## src/rtl/servo_pkg.sv

```systemverilog
// rtl/servo_pkg.sv - shared constants and us-to-cycle helpers for the servo driver
package servo_pkg;

  function automatic int us_to_cyc(input int clk_hz, input int us);
    return (clk_hz / 1000000) * us;
  endfunction

  function automatic int ch_w(input int num_ch);
    return (num_ch <= 1) ? 1 : $clog2(num_ch);
  endfunction

  function automatic int mid_code(input int data_w);
    return 1 << (data_w - 1);
  endfunction

endpackage

```

## src/rtl/servo_driver_multi_if.sv

```systemverilog
// rtl/servo_driver_multi_if.sv - position-write handshake bundle
interface servo_driver_multi_if #(
  parameter int CH_W   = 2,
  parameter int DATA_W = 8
);
  logic              wr_valid;
  logic              wr_ready;
  logic [CH_W-1:0]   wr_ch;
  logic [DATA_W-1:0] wr_data;

  modport master (output wr_valid, output wr_ch, output wr_data, input wr_ready);
  modport slave  (input wr_valid, input wr_ch, input wr_data, output wr_ready);
endinterface

```

## src/rtl/servo_pwm_channel.sv

```systemverilog
// rtl/servo_pwm_channel.sv - one servo channel: target/active codes and pulse compare
// SERVO_SLEW_LIMIT_EN: limits the per-frame change of the active code to SLEW_STEP.
module servo_pwm_channel
  import servo_pkg::*;
#(
  parameter int DATA_W   = 8,
  parameter int CNT_W    = 20,
  parameter int MIN_CYC  = 12000,
  parameter int STEP_CYC = 188
`ifdef SERVO_SLEW_LIMIT_EN
  , parameter int SLEW_STEP = 4
`endif
) (
  input  logic              clk,
  input  logic              rst_n,
  input  logic              enable,
  input  logic              shadow_load,
  input  logic              wr_en,
  input  logic [DATA_W-1:0] wr_data,
  input  logic [CNT_W-1:0]  cnt,
  output logic              pulse
);

  localparam logic [DATA_W-1:0] MID = DATA_W'(mid_code(DATA_W));

  logic [DATA_W-1:0] target;
  logic [DATA_W-1:0] active;
  logic [DATA_W-1:0] load_val;
  logic [CNT_W-1:0]  width;

  // The widest legal pulse is below the frame length, so CNT_W bits never overflow.
  always_comb begin
    width = CNT_W'(MIN_CYC) + CNT_W'(active) * CNT_W'(STEP_CYC);
  end

`ifdef SERVO_SLEW_LIMIT_EN
  logic [DATA_W-1:0] diff;
  logic [DATA_W-1:0] step;

  always_comb begin
    diff     = (target > active) ? (target - active) : (active - target);
    step     = (int'(diff) > SLEW_STEP) ? DATA_W'(SLEW_STEP) : diff;
    load_val = (target > active) ? (active + step) : (active - step);
  end
`else
  always_comb begin
    load_val = target;
  end
`endif

  always_ff @(posedge clk) begin
    if (!rst_n) begin
      target <= MID;
      active <= MID;
      pulse  <= 1'b0;
    end else begin
      if (wr_en) begin
        target <= wr_data;
      end
      // Stopped outputs track the target immediately so a restart needs no ramp.
      if (!enable) begin
        active <= target;
      end else if (shadow_load) begin
        active <= load_val;
      end
      pulse <= enable && (cnt < width);
    end
  end

endmodule

```

## src/rtl/servo_driver_multi.sv

```systemverilog
// rtl/servo_driver_multi.sv - multi-channel servo pulse generator with frame counter
// SERVO_SLEW_LIMIT_EN: enables per-frame slew limiting in every channel.
module servo_driver_multi
  import servo_pkg::*;
#(
  parameter int NUM_CH    = 4,
  parameter int DATA_W    = 8,
  parameter int CLK_HZ    = 24000000,
  parameter int PERIOD_US = 30000,
  parameter int MIN_US    = 500,
  parameter int MAX_US    = 2500,
  parameter int SLEW_STEP = 4
) (
  input  logic              clk,
  input  logic              rst_n,
  input  logic              enable,
  servo_driver_multi_if.slave wr,
  output logic [NUM_CH-1:0] servo_pulse,
  output logic              frame_start
);

  localparam int CH_W       = ch_w(NUM_CH);
  localparam int PERIOD_CYC = us_to_cyc(CLK_HZ, PERIOD_US);
  localparam int MIN_CYC    = us_to_cyc(CLK_HZ, MIN_US);
  localparam int STEP_CYC   = us_to_cyc(CLK_HZ, MAX_US - MIN_US) / ((1 << DATA_W) - 1);
  localparam int CNT_W      = $clog2(PERIOD_CYC);
  localparam logic [CNT_W-1:0] LAST = CNT_W'(PERIOD_CYC - 1);

  if (NUM_CH < 1 || NUM_CH > 16) begin : g_bad_num_ch
    $error("servo_driver_multi: NUM_CH must be 1..16");
  end
  if (MIN_CYC + ((1 << DATA_W) - 1) * STEP_CYC >= PERIOD_CYC) begin : g_bad_period
    $error("servo_driver_multi: full-scale pulse does not fit in the frame");
  end
  // A negative step has no meaning in any build.
  if (SLEW_STEP < 0) begin : g_bad_slew
    $error("servo_driver_multi: SLEW_STEP must not be negative");
  end

  logic [CNT_W-1:0] cnt;
  logic             shadow_load;
  logic             wr_ready_int;
  logic             wr_fire;

  always_comb begin
    shadow_load  = enable && (cnt == LAST);
    wr_ready_int = rst_n && !shadow_load;
    wr_fire      = wr.wr_valid && wr_ready_int;
    frame_start  = rst_n && enable && (cnt == '0);
  end

  assign wr.wr_ready = wr_ready_int;

  always_ff @(posedge clk) begin
    if (!rst_n || !enable || cnt == LAST) begin
      cnt <= '0;
    end else begin
      cnt <= cnt + 1'b1;
    end
  end

  for (genvar i = 0; i < NUM_CH; i++) begin : g_ch
    servo_pwm_channel #(
      .DATA_W   (DATA_W),
      .CNT_W    (CNT_W),
      .MIN_CYC  (MIN_CYC),
      .STEP_CYC (STEP_CYC)
`ifdef SERVO_SLEW_LIMIT_EN
      , .SLEW_STEP(SLEW_STEP)
`endif
    ) u_ch (
      .clk         (clk),
      .rst_n       (rst_n),
      .enable      (enable),
      .shadow_load (shadow_load),
      .wr_en       (wr_fire && (wr.wr_ch == CH_W'(i))),
      .wr_data     (wr.wr_data),
      .cnt         (cnt),
      .pulse       (servo_pulse[i])
    );
  end

endmodule

```

## src/flat_wrapper.sv

```systemverilog
// flat-port wrapper written by rule: the top's interface ports become plain ports
module servo_driver_multi_flat import servo_pkg::*;
#(
  parameter int NUM_CH    = 4,
  parameter int DATA_W    = 8,
  parameter int CLK_HZ    = 24000000,
  parameter int PERIOD_US = 30000,
  parameter int MIN_US    = 500,
  parameter int MAX_US    = 2500,
  parameter int SLEW_STEP = 4
)
  (clk, rst_n, enable, servo_pulse, frame_start, wr_wr_valid, wr_wr_ch, wr_wr_data, wr_wr_ready);
  servo_driver_multi_if #(.CH_W((2)), .DATA_W(DATA_W)) wr_i ();
  input  logic clk;
  input  logic rst_n;
  input  logic enable;
  output logic [NUM_CH-1:0] servo_pulse;
  output logic frame_start;
  input wire logic [$bits(wr_i.wr_valid)-1:0] wr_wr_valid;
  input wire logic [$bits(wr_i.wr_ch)-1:0] wr_wr_ch;
  input wire logic [$bits(wr_i.wr_data)-1:0] wr_wr_data;
  output wire logic [$bits(wr_i.wr_ready)-1:0] wr_wr_ready;
  assign wr_i.wr_valid = wr_wr_valid;
  assign wr_i.wr_ch = wr_wr_ch;
  assign wr_i.wr_data = wr_wr_data;
  assign wr_wr_ready = wr_i.wr_ready;
  servo_driver_multi #(.NUM_CH(NUM_CH), .DATA_W(DATA_W), .CLK_HZ(CLK_HZ), .PERIOD_US(PERIOD_US), .MIN_US(MIN_US), .MAX_US(MAX_US), .SLEW_STEP(SLEW_STEP)) u_core (.clk(clk), .rst_n(rst_n), .enable(enable), .wr(wr_i), .servo_pulse(servo_pulse), .frame_start(frame_start));
endmodule
```

## config.mk

```make
export PLATFORM = sky130hd
export DESIGN_NAME = servo_driver_multi_flat
export DESIGN_NICKNAME = d
export VERILOG_FILES = /design/src/rtl/servo_pkg.sv /design/src/rtl/servo_driver_multi_if.sv /design/src/rtl/servo_pwm_channel.sv /design/src/rtl/servo_driver_multi.sv /design/src/flat_wrapper.sv
export SDC_FILE = /design/constraint.sdc
export NUM_CORES = 1
export LEC_CHECK = 0
export BUFFER_PORTS_ARGS = -buffer_cell sky130_fd_sc_hd__buf_2
export CELL_PAD_IN_SITES_DETAIL_PLACEMENT = 0
export CELL_PAD_IN_SITES_GLOBAL_PLACEMENT = 1
export CORE_MARGIN = 2
export CORE_UTILIZATION = 30
export DETAILED_ROUTE_END_ITERATION = 8
export PLACE_DENSITY = 0.56
export SLEW_MARGIN = 20
export SYNTH_ARGS = -nofsm -noshare
export SYNTH_HDL_FRONTEND = slang
export SYNTH_SLANG_ARGS = --single-unit
```

## constraint.sdc

```tcl
create_clock -name clk -period 5.91 [get_ports clk]
set_input_delay 1.182 -clock clk [delete_from_list [all_inputs] [get_ports clk]]
set_output_delay 1.182 -clock clk [all_outputs]
set_load 0.02 [all_outputs]
```

==> results.json <==
{
  "status": "completed",
  "cpLargestDelayFamily": "adder cells",
  "end_kind": "flop",
  "startpoint": "u_core.g_ch[3].u_ch.active[5]",
  "post_cts_buffers": 0,
  "firstDrtPassIters": 4,
  "multi_input_area_um2": 7230,
  "combinationalPowerShare": 0.214,
  "die_h_um": 184,
  "cts_buffers": 9,
  "grt_pass1_vias": 6994,
  "power_density_nw_per_um2": 141,
  "crit_chain": "fa_1 > inv_1 > fa_1 > fa_1 > inv_1 > ha_1 > o21a_1 > o31a_1 > or3_1 > and2_1 > xor2_1 > or3_1 > nand2_1 > ha_1 > nor2b_1 > o21ai_0 > nand2b_1 > a211oi_1 > nand2_1 > o21ai_0",
  "yosysUniqueCellTypes": 62,
  "relSlewSlack": 0.463,
  "rrSetupSlack_ns": 0.76,
  "hold_depth": 2,
  "clk-insertion-delay-late_ns": 0.35,
  "netlist_area_um2": 9750,
  "ir_worst_vdd_mv": 0.187,
  "numPortBuffers": 19,
  "cts_buffer_depth": 2,
  "grt_util_met1": 0.199,
  "drc": 0,
  "drive_gt1_frac": 0.0561,
  "grt-busiest-layer": "met2",
  "p_int_mw": 1.03,
  "crit_arrival_ns": 5.42,
  "via_count": 7014,
  "grt_overflow": 0,
  "wl_per_cell_um": 13.8,
  "leakage_nw": 4.79,
  "synth-edff-count": 0,
  "syn_to_final_growth_pct": 9.05,
  "critPathMaxStageDelay_ns": 0.54,
  "pwr-share-clk": 0.378,
  "worst_path_most_repeated_cell": "fa_1",
  "regArea_um2": 1760,
  "max_freq_mhz": 194,
  "swShare": 0.314,
  "synth_cells": 1104,
  "dieArea_um2": 33900,
  "crit_type": "flop to flop",
  "critPathRequiredTime_ns": 6.17,
  "ys_seq_elements": 88,
  "htree_levels": 3,
  "hold_violations": 0,
  "setup_viol_count_final": 0,
  "synth_area_per_cell_um2": 8.83,
  "rsz0062_at_grt": "false",
  "hpwl_um": 18100,
  "cp_slowest_cell": "fa_1",
  "rows": 66,
  "cp-start-kind": "flop",
  "die_w_um": 184,
  "post_cts_resized": 0,
  "fin_cells": 1564,
  "worst_slew_pin_slew_ns": 0.795,
  "wirelength_um": 21600,
  "reg2reg_from": "u_core.g_ch[3].u_ch.active[5]",
  "grt_pass1_wl_um": 36800,
  "io_pins": 20,
  "path_buf_inv": 2,
  "timing.final.crit_period_ns": 5.15,
  "ys_seq_area_frac": 0.181,
  "syn_nets": 1360,
  "hp-class": "flop to flop",
  "drv_cap": 0,
  "vias_per_cell": 4.48,
  "critical_path.max_fanout": 6,
  "numClockSinks": 88,
  "met3_usage": 0.0245,
  "async_flop_share": 0,
  "cts_tree": "yes",
  "pwr-share-seq": 0.409,
  "antenna_found_initial": 0,
  "start_util": 0.302,
  "power_switching_mw": 0.472,
  "nets": 1373,
  "slew_viol_final": 0,
  "hold_buffers": 0,
  "grt_start_max_net_pins": 69,
  "placed_cells": 1548,
  "worstRegToRegCells": 20,
  "hold_path.startpoint": "u_core.g_ch[2].u_ch.load_val[1]",
  "clock_skew_ns": 0.00855,
  "gp_congestion": 0.785,
  "track_usage": 0.136,
  "clk_root_buffer_cell": "clkbuf_16",
  "drt_iter0_markers": 233,
  "fillCellCount": 3452,
  "yosysWarnings": 0,
  "met2_usage": 0.210,
  "finalSetupTns_ns": 0,
  "insertedDiodeCount": 0,
  "period_share": 0.872,
  "ant_nets": 0,
  "core_um2": 32300,
  "hold_path_end": "u_core.g_ch[2].u_ch.active[1]",
  "ys.flop_type": "dfxtp_1",
  "timing.rr.end": "u_core.g_ch[3].u_ch.pulse",
  "clk_pin_slew_worst_paths_ns": 0.07
}
-- registers in the layout, summed over array words and instances, names as in the netlist --
name and flops:
u_core.g_ch.u_ch.pulse 4, u_core.g_ch.u_ch.load_val 32, u_core.g_ch.u_ch.active 32, u_core.cnt 20
-- cells by family after synthesis --
| family | count (synthesis) | synth area share |
|---|---|---|
| compound gates | 175 | 0.122 |
| xor+xnor | 80 | 0.0719 |
| fa+ha+maj | 242 | 0.363 |
| buf+inv | 199 | 0.0787 |
| flops | 88 | 0.181 |
| mux | 32 | 0.0329 |
| simple gates | 288 | 0.151 |
-- stage by stage --
stage                     setup slack (ns)  hold WS (ns)  area (um2)   util  power [mW]
after detailed placement             0.696         0.453       10300  0.320       0.953
after global routing                 0.362         0.492       10600  0.329        1.60
final                                0.756         0.469       10600  0.329        1.50
after CTS                            0.688         0.469       10600  0.329        1.53
after global placement               0.739         0.444       10300  0.320       0.955
after floorplan                       1.16         0.430        9750      -       0.874
-- cell usage after synthesis, drive strengths merged, types with 3 or more instances --
cell,n,share of area
o21a,15,0.012
nor4b,4,0.0036
nand2b,11,0.0071
buf,11,0.0063
ha,174,0.22
a21o,3,0.0023
a31o,4,0.0036
o31ai,7,0.0054
dfxtp,88,0.18
xor2,47,0.042
nand2,108,0.042
and3,11,0.0076
o211ai,5,0.0039
nor3,5,0.0037
and2,3,0.0019
clkbuf,11,0.0042
inv,177,0.068
a211oi,14,0.012
o2111ai,5,0.0045
fa,68,0.14
or4,4,0.0039
o21ai,37,0.019
mux2i,32,0.033
nor2,45,0.018
nand4,5,0.0039
nor4,4,0.0041
xnor2,33,0.030
or3,14,0.0090
a21boi,33,0.025
nand3,24,0.012
a31oi,3,0.0032
a21oi,37,0.020
nor2b,39,0.026
-- layout make-up --
class,instances,area share
Multi-Input combinational cell,817,0.680
Sequential cell,88,0.166
Inverter,177,0.0625
Tap cell,442,0.0520
Clock buffer,10,0.0215
Timing Repair Buffer,24,0.0125
Clock inverter,6,0.00541
-- metal layers --
layer	vias up	wire [um]	share of wire
met3	19	681	0.031
met5	-	0	0
met1	3196	11600	0.54
li1	3725	-	-
met4	0	248	0.011
met2	74	9120	0.42
-- cell usage in the layout (no fill, tap or decap), drive strengths merged, types with 32 or more instances in the layout --
cell type / count
xnor2: 33
a21boi: 33
nor2: 45
fa: 68
o21ai: 37
xor2: 47
dfxtp: 88
inv: 177
nand2: 108
ha: 174
mux2i: 32
nor2b: 39
a21oi: 37
-- power by group through the flow --
| stage | clock, mW | sequential [mW] | combinational, mW |
|---|---|---|---|
| 2_1_floorplan | 0 | 0.625 | 0.249 |
| 3_3_place_gp | 0 | 0.629 | 0.326 |
| 3_5_place_dp | 0 | 0.629 | 0.325 |
| 4_1_cts | 0.591 | 0.615 | 0.328 |
| 5_1_grt | 0.612 | 0.616 | 0.374 |
| 6_report | 0.567 | 0.614 | 0.321 |
-- how the worst max path moves through the flow --
stage,endpoint,depth (start not counted)
global placement,u_core.g_ch[3].u_ch.pulse,20
detailed placement,u_core.g_ch[3].u_ch.pulse,20
global route,u_core.g_ch[3].u_ch.pulse,20
floorplan,u_core.g_ch[0].u_ch.pulse,20
finish,u_core.g_ch[3].u_ch.pulse,20
CTS,u_core.g_ch[3].u_ch.pulse,20
-- worst reg2reg max path: cells and delay by family, from the launching register on --
kind | cells | cell delay, ns
buf+inv | 2 | 0.12
flops | 1 | 0.53
compound gates | 5 | 0.94
xor+xnor | 1 | 0.17
simple gates | 7 | 1.29
fa+ha+maj | 5 | 2.02
No activity file was read; power rests on OpenSTA's default activity.
